**src/rtl/div_pkg.sv**
```systemverilog
// Shared types and helpers for the sequential restoring divider.
package div_pkg;

   localparam int DIV_W_DEF = 4;

   typedef enum logic [1:0] {
      IDLE = 2'd0,
      RUN  = 2'd1,
      DONE = 2'd2
   } div_state_t;

   // Width of a down-counter that must hold the value w itself.
   function automatic int div_cnt_w(input int w);
      return (w < 2) ? 1 : $clog2(w + 1);
   endfunction

endpackage

```
**src/rtl/div_step.sv**
```systemverilog
// One restoring-division step: shift in the next dividend bit, try to
// subtract the divisor, keep the difference only when it did not go negative.
module div_step #(
   parameter int W = 4
) (
   input  logic [W-1:0] rem_i,
   input  logic         bit_in_i,
   input  logic [W-1:0] dvs_i,
   output logic [W-1:0] rem_next_o,
   output logic         qbit_o
);

   // The shifted partial remainder is W+1 bits wide. Its top bit set means it
   // is certainly >= the W-bit divisor, so only the low W bits need a real
   // subtractor; the true difference then always fits back into W bits.
   logic [W:0] sh;
   logic [W:0] diff;

   assign sh         = {rem_i, bit_in_i};
   assign diff       = {1'b0, sh[W-1:0]} - {1'b0, dvs_i};
   assign qbit_o     = sh[W] | ~diff[W];
   assign rem_next_o = qbit_o ? diff[W-1:0] : sh[W-1:0];

endmodule

```
**src/rtl/div_seq.sv**
```systemverilog
// Sequential unsigned restoring divider, one quotient bit per clock.
// Optional macro DIV_DBZ_EN: divide-by-zero fast path straight to DONE
// with dz set; when undefined, b==0 runs the full W steps and dz is 0.
module div_seq
   import div_pkg::*;
#(
   parameter int W = DIV_W_DEF
) (
   input  logic         ck,
   input  logic         rst,
   input  logic         start,
   input  logic [W-1:0] a,
   input  logic [W-1:0] b,
   output logic [W-1:0] q,
   output logic [W-1:0] r,
   output logic         busy,
   output logic         done,
   output logic         dz
);

   localparam int CW = div_cnt_w(W);

   div_state_t    state_q, state_d;
   logic [W-1:0]  dvd_q, dvd_d;
   logic [W-1:0]  dvs_q, dvs_d;
   logic [W-1:0]  rem_q, rem_d;
   logic [W-1:0]  q_q, q_d;
   logic [W-1:0]  r_q, r_d;
   logic [CW-1:0] cnt_q, cnt_d;
   logic [W-1:0]  rem_step;
   logic          qbit;
`ifdef DIV_DBZ_EN
   logic          dz_q, dz_d;
`endif

   div_step #(.W(W)) u_step (
      .rem_i      (rem_q),
      .bit_in_i   (dvd_q[W-1]),
      .dvs_i      (dvs_q),
      .rem_next_o (rem_step),
      .qbit_o     (qbit)
   );

   // Next-state logic: accept in IDLE/DONE, iterate in RUN, publish on last step.
   always_comb begin
      state_d = state_q;
      dvd_d   = dvd_q;
      dvs_d   = dvs_q;
      rem_d   = rem_q;
      cnt_d   = cnt_q;
      q_d     = q_q;
      r_d     = r_q;
`ifdef DIV_DBZ_EN
      dz_d    = dz_q;
`endif
      case (state_q)
         IDLE, DONE: begin
            if (start) begin
               dvd_d   = a;
               dvs_d   = b;
               rem_d   = '0;
               cnt_d   = CW'(W);
               state_d = RUN;
`ifdef DIV_DBZ_EN
               if (b == '0) begin
                  q_d     = '1;
                  r_d     = a;
                  dz_d    = 1'b1;
                  state_d = DONE;
               end
`endif
            end else begin
               state_d = IDLE;
            end
         end
         RUN: begin
            dvd_d = {dvd_q[W-2:0], qbit};
            rem_d = rem_step;
            cnt_d = cnt_q - CW'(1);
            if (cnt_q == CW'(1)) begin
               q_d     = {dvd_q[W-2:0], qbit};
               r_d     = rem_step;
               state_d = DONE;
`ifdef DIV_DBZ_EN
               dz_d    = 1'b0;
`endif
            end
         end
         default: state_d = IDLE;
      endcase
   end

   // State registers; reset abandons any operation and clears the results.
   always_ff @(posedge ck) begin
      if (rst) begin
         state_q <= IDLE;
         dvd_q   <= '0;
         dvs_q   <= '0;
         rem_q   <= '0;
         cnt_q   <= '0;
         q_q     <= '0;
         r_q     <= '0;
`ifdef DIV_DBZ_EN
         dz_q    <= 1'b0;
`endif
      end else begin
         state_q <= state_d;
         dvd_q   <= dvd_d;
         dvs_q   <= dvs_d;
         rem_q   <= rem_d;
         cnt_q   <= cnt_d;
         q_q     <= q_d;
         r_q     <= r_d;
`ifdef DIV_DBZ_EN
         dz_q    <= dz_d;
`endif
      end
   end

   assign q    = q_q;
   assign r    = r_q;
   assign busy = (state_q == RUN);
   assign done = (state_q == DONE);
`ifdef DIV_DBZ_EN
   assign dz   = dz_q;
`else
   assign dz   = 1'b0;
`endif

endmodule
```
**config.mk**
```make
export PLATFORM = sky130hd
export DESIGN_NAME = div_seq
export DESIGN_NICKNAME = d
export VERILOG_FILES = /design/src/rtl/div_pkg.sv /design/src/rtl/div_step.sv /design/src/rtl/div_seq.sv
export SDC_FILE = /design/constraint.sdc
export NUM_CORES = 1
export LEC_CHECK = 0
export CAP_MARGIN = 10
export CELL_PAD_IN_SITES_DETAIL_PLACEMENT = 1
export CELL_PAD_IN_SITES_GLOBAL_PLACEMENT = 1
export CORE_MARGIN = 2
export CORE_UTILIZATION = 30
export CTS_CLUSTER_SIZE = 28
export DETAILED_ROUTE_END_ITERATION = 7
export PLACE_DENSITY_LB_ADDON = 0.05
export RECOVER_POWER = 50
export SLEW_MARGIN = 20
export SYNTH_ARGS = -nofsm -noshare
export SYNTH_HDL_FRONTEND = slang
export SYNTH_HIERARCHICAL = 1
export SYNTH_SLANG_ARGS = --single-unit
```
**constraint.sdc**
```tcl
create_clock -name ck -period 2.1 [get_ports ck]
set_clock_uncertainty 0.05 [all_clocks]
set_input_delay 0.42 -clock ck [delete_from_list [all_inputs] [get_ports ck]]
set_output_delay 0.42 -clock ck [all_outputs]
set_load 0.01 [all_outputs]
```
==> flow_metrics.py <==
metrics = {
    "status": {
        "status": "finished, final reports clean",
    },
    "route": {
        "wire_per_inst_um": 13.3,
        "vias": 1031,
        "drc": 0,
        "first_pass_iters": 2,
        "wl_met1_um": 1400,
        "route.met3.wl_um": 81,
        "wl_met2_um": 1380,
        "wirelength_um": 2890,
        "initialDrtViolationCount": 25,
        "top_layer_used": "met4",
        "vias_per_cell": 4.73,
        "ant_nets": 0,
    },
    "synthesis": {
        "syn_area_per_cell_um2": 8.62,
        "synthFlopType": "dfxtp_1",
        "synth_nets": 167,
        "synth_top_cell_area_share_pct": 39.0,
        "ys_top_cells_by_area": "dfxtp_1 39%, nand2_1 11%, a21oi_1 6.6%",
        "synth_edf_count": 0,
        "yosysTopAreaCell": "dfxtp_1",
        "synth.cell_area_mm2": 0.00128,
        "synthArstFlopShare_pct": 0,
        "synth_cells": 149,
        "yosysSeqAreaShare_pct": 39.0,
        "ys_types": 34,
        "synth.yosys.warnings": 6,
        "yosys_register_bits": 25,
    },
    "cts": {
        "cts_made_buffers": 3,
        "cts_buffer_depth": 2,
        "h-tree-depth": 1,
        "cts-root-buf": "clkbuf_8",
        "ctsResizeCount": 0,
        "cts.clk_slew.worst_paths_ns": 0.09,
        "clk_latency_ns": 0.27,
        "holdBufCountCts": 0,
        "cts_tree": "done",
        "post-cts-setup-buffers": 0,
        "cts.sinks": 25,
    },
    "grt": {
        "grt_pass1_wl_um": 5180,
        "grt_max_degree": 26,
        "grt_pass1_vias": 1045,
        "grtUsageTotal_pct": 13.4,
        "grt-ovfl-total": 0,
        "antenna_found_initial": 0,
    },
    "floorplanning": {
        "coreArea_mm2": 0.00406,
        "die-width_um": 69.4,
        "start_util_pct": 31.6,
        "die_h_um": 69.4,
        "rows": 23,
        "io_pins": 22,
        "die_area_mm2": 0.00482,
    },
    "power_and_ir_drop": {
        "clockPowerShare_pct": 26.7,
        "ir_drop_mv": 0.239,
        "switching_share_pct": 30.5,
        "pwr-share-comb_pct": 24.5,
        "power.net_switching_mw": 0.332,
        "p_leak_nw": 0.566,
        "p_per_area_mw_per_mm2": 703,
        "seqPwrFrac_pct": 48.8,
        "internal_power_mw": 0.757,
    },
    "finish": {
        "layout_common_cells": "37 x nand2_1, 25 x dfxtp_1, 17 x a21oi_1",
        "final_common_cell": "nand2_1",
        "area_growth_pct": 20.6,
        "n_fill_cell": 479,
        "num_antenna_cells": 0,
        "fin_nets": 187,
        "drive_above_1_share_pct": 14.3,
    },
    "timing": {
        "rsz0062_at_grt": "false",
        "holdWs_ns": 0.401,
        "fmax_mhz": 538,
        "slew_headroom_pct": 50.5,
        "maxSlewViolCount": 0,
        "finalCriticalPeriod_ns": 1.86,
        "tightest_slew_ns": 0.742,
        "finalSetupTns_ns": 0,
        "final.period_utilization_pct": 88.5,
        "hold_viol_final": 0,
        "setup_viol": 0,
    },
    "job": {
        "max_cap_viol_count": 0,
    },
    "setup_path": {
        "slowest_stage": "clkdlybuf4s50_1",
        "arrival_ns": 1.39,
        "worstSetupEndpointType": "output port",
        "critPathLaunchType": "register",
        "crit_chain": "nand2b_4, clkinv_4, clkdlybuf4s50_1",
        "worstPathMaxFanout": 6,
        "slowest_delay_ns": 0.52,
        "crit_required_ns": 1.63,
        "path_class": "reg -> out",
        "r2r_cells": 9,
    },
    "min_path": {
        "hold_path.class": "reg -> reg",
        "whs_path_depth": 2,
    },
    "place": {
        "gp_congestion": 0.749,
        "hpwlAfterDp_um": 2150,
        "io_buffers": 20,
    },
}
==> registers in the layout (all words and copies together) (netlist names) <==
signal	count
dvd_q	4
dvs_q	4
q	4
r	4
rem_q	4
cnt_q	3
state_q	2
==> path summary, 6_finish.rpt <==
kind | startpoint | end | slack, ns
max reg2reg | dvd_q[3] | r[1] | 0.26
min | q[2] | q[2] | 0.40
max | state_q[0] | busy | 0.24
min reg2reg | q[2] | q[2] | 0.40
==> power by group through the flow <==
stage	Clock, mW	Combinational [mW]	Sequential (mW)
final	0.291	0.267	0.531
after global routing	0.326	0.305	0.537
after CTS	0.304	0.277	0.532
after detailed placement	0	0.276	0.543
after global placement	0	0.272	0.542
after floorplan	0	0.205	0.537
==> worst max-delay path: cells and delay by family (launching register included) <==
| kind | cells | cell delay, ns |
|---|---|---|
| and+or+nand+nor | 1 | 0.09 |
| buffers and inverters | 2 | 0.57 |
| DFF | 1 | 0.46 |
==> cell type report <==
| cell class | instances | area (um^2) | area share, % |
|---|---|---|---|
| clock buffers | 4 | 45.0 | 2.91 |
| inverters | 10 | 42.5 | 2.75 |
| multi-input cells | 105 | 671 | 43.3 |
| flip-flops and latches | 25 | 500 | 32.3 |
| well taps | 50 | 62.6 | 4.04 |
| repair buffers | 24 | 226 | 14.6 |
==> Yosys cell counts (all sizes together), types with 2 or more instances <==
master,count
nor2b,3
ha,6
a311oi,5
a211oi,2
nor2,7
a21oi,21
nand2,38
nor3,2
o21ai,3
inv,9
clkbuf,2
nand3,7
buf,7
dfxtp,25
nand2b,3
==> layer usage <==
| metal | track usage (%) | vias to the layer above |
|---|---|---|
| li1 | - | 530 |
| met1 | 18.0 | 483 |
| met2 | 21.6 | 14 |
| met4 | 4.58 | 0 |
| met3 | 2.33 | 4 |
| met5 | 0 | - |
==> logic make-up after synthesis <==
kind of cell / Yosys count / synth area share, %
mux: 1 / 1.17
xor+xnor: 1 / 0.682
simple gates: 62 / 24.8
compound gates: 33 / 18.5
buf+inv: 19 / 8.19
fa+ha+maj: 7 / 7.41
other cells: 1 / 0.292
flops: 25 / 39.0
==> per-stage QoR <==
stage	total power, mW	std cells	setup WS (ns)	area [um^2]	util [%]
2_1_floorplan	0.742	149	0.378	1280	-
3_3_place_gp	0.814	214	0.148	1510	37.3
3_5_place_dp	0.819	214	0.0971	1510	37.3
4_1_cts	1.11	218	0.214	1560	38.4
5_1_grt	1.17	218	0.0948	1550	38.1
6_report	1.09	218	0.241	1550	38.1
(Power assumes the default switching activity.)
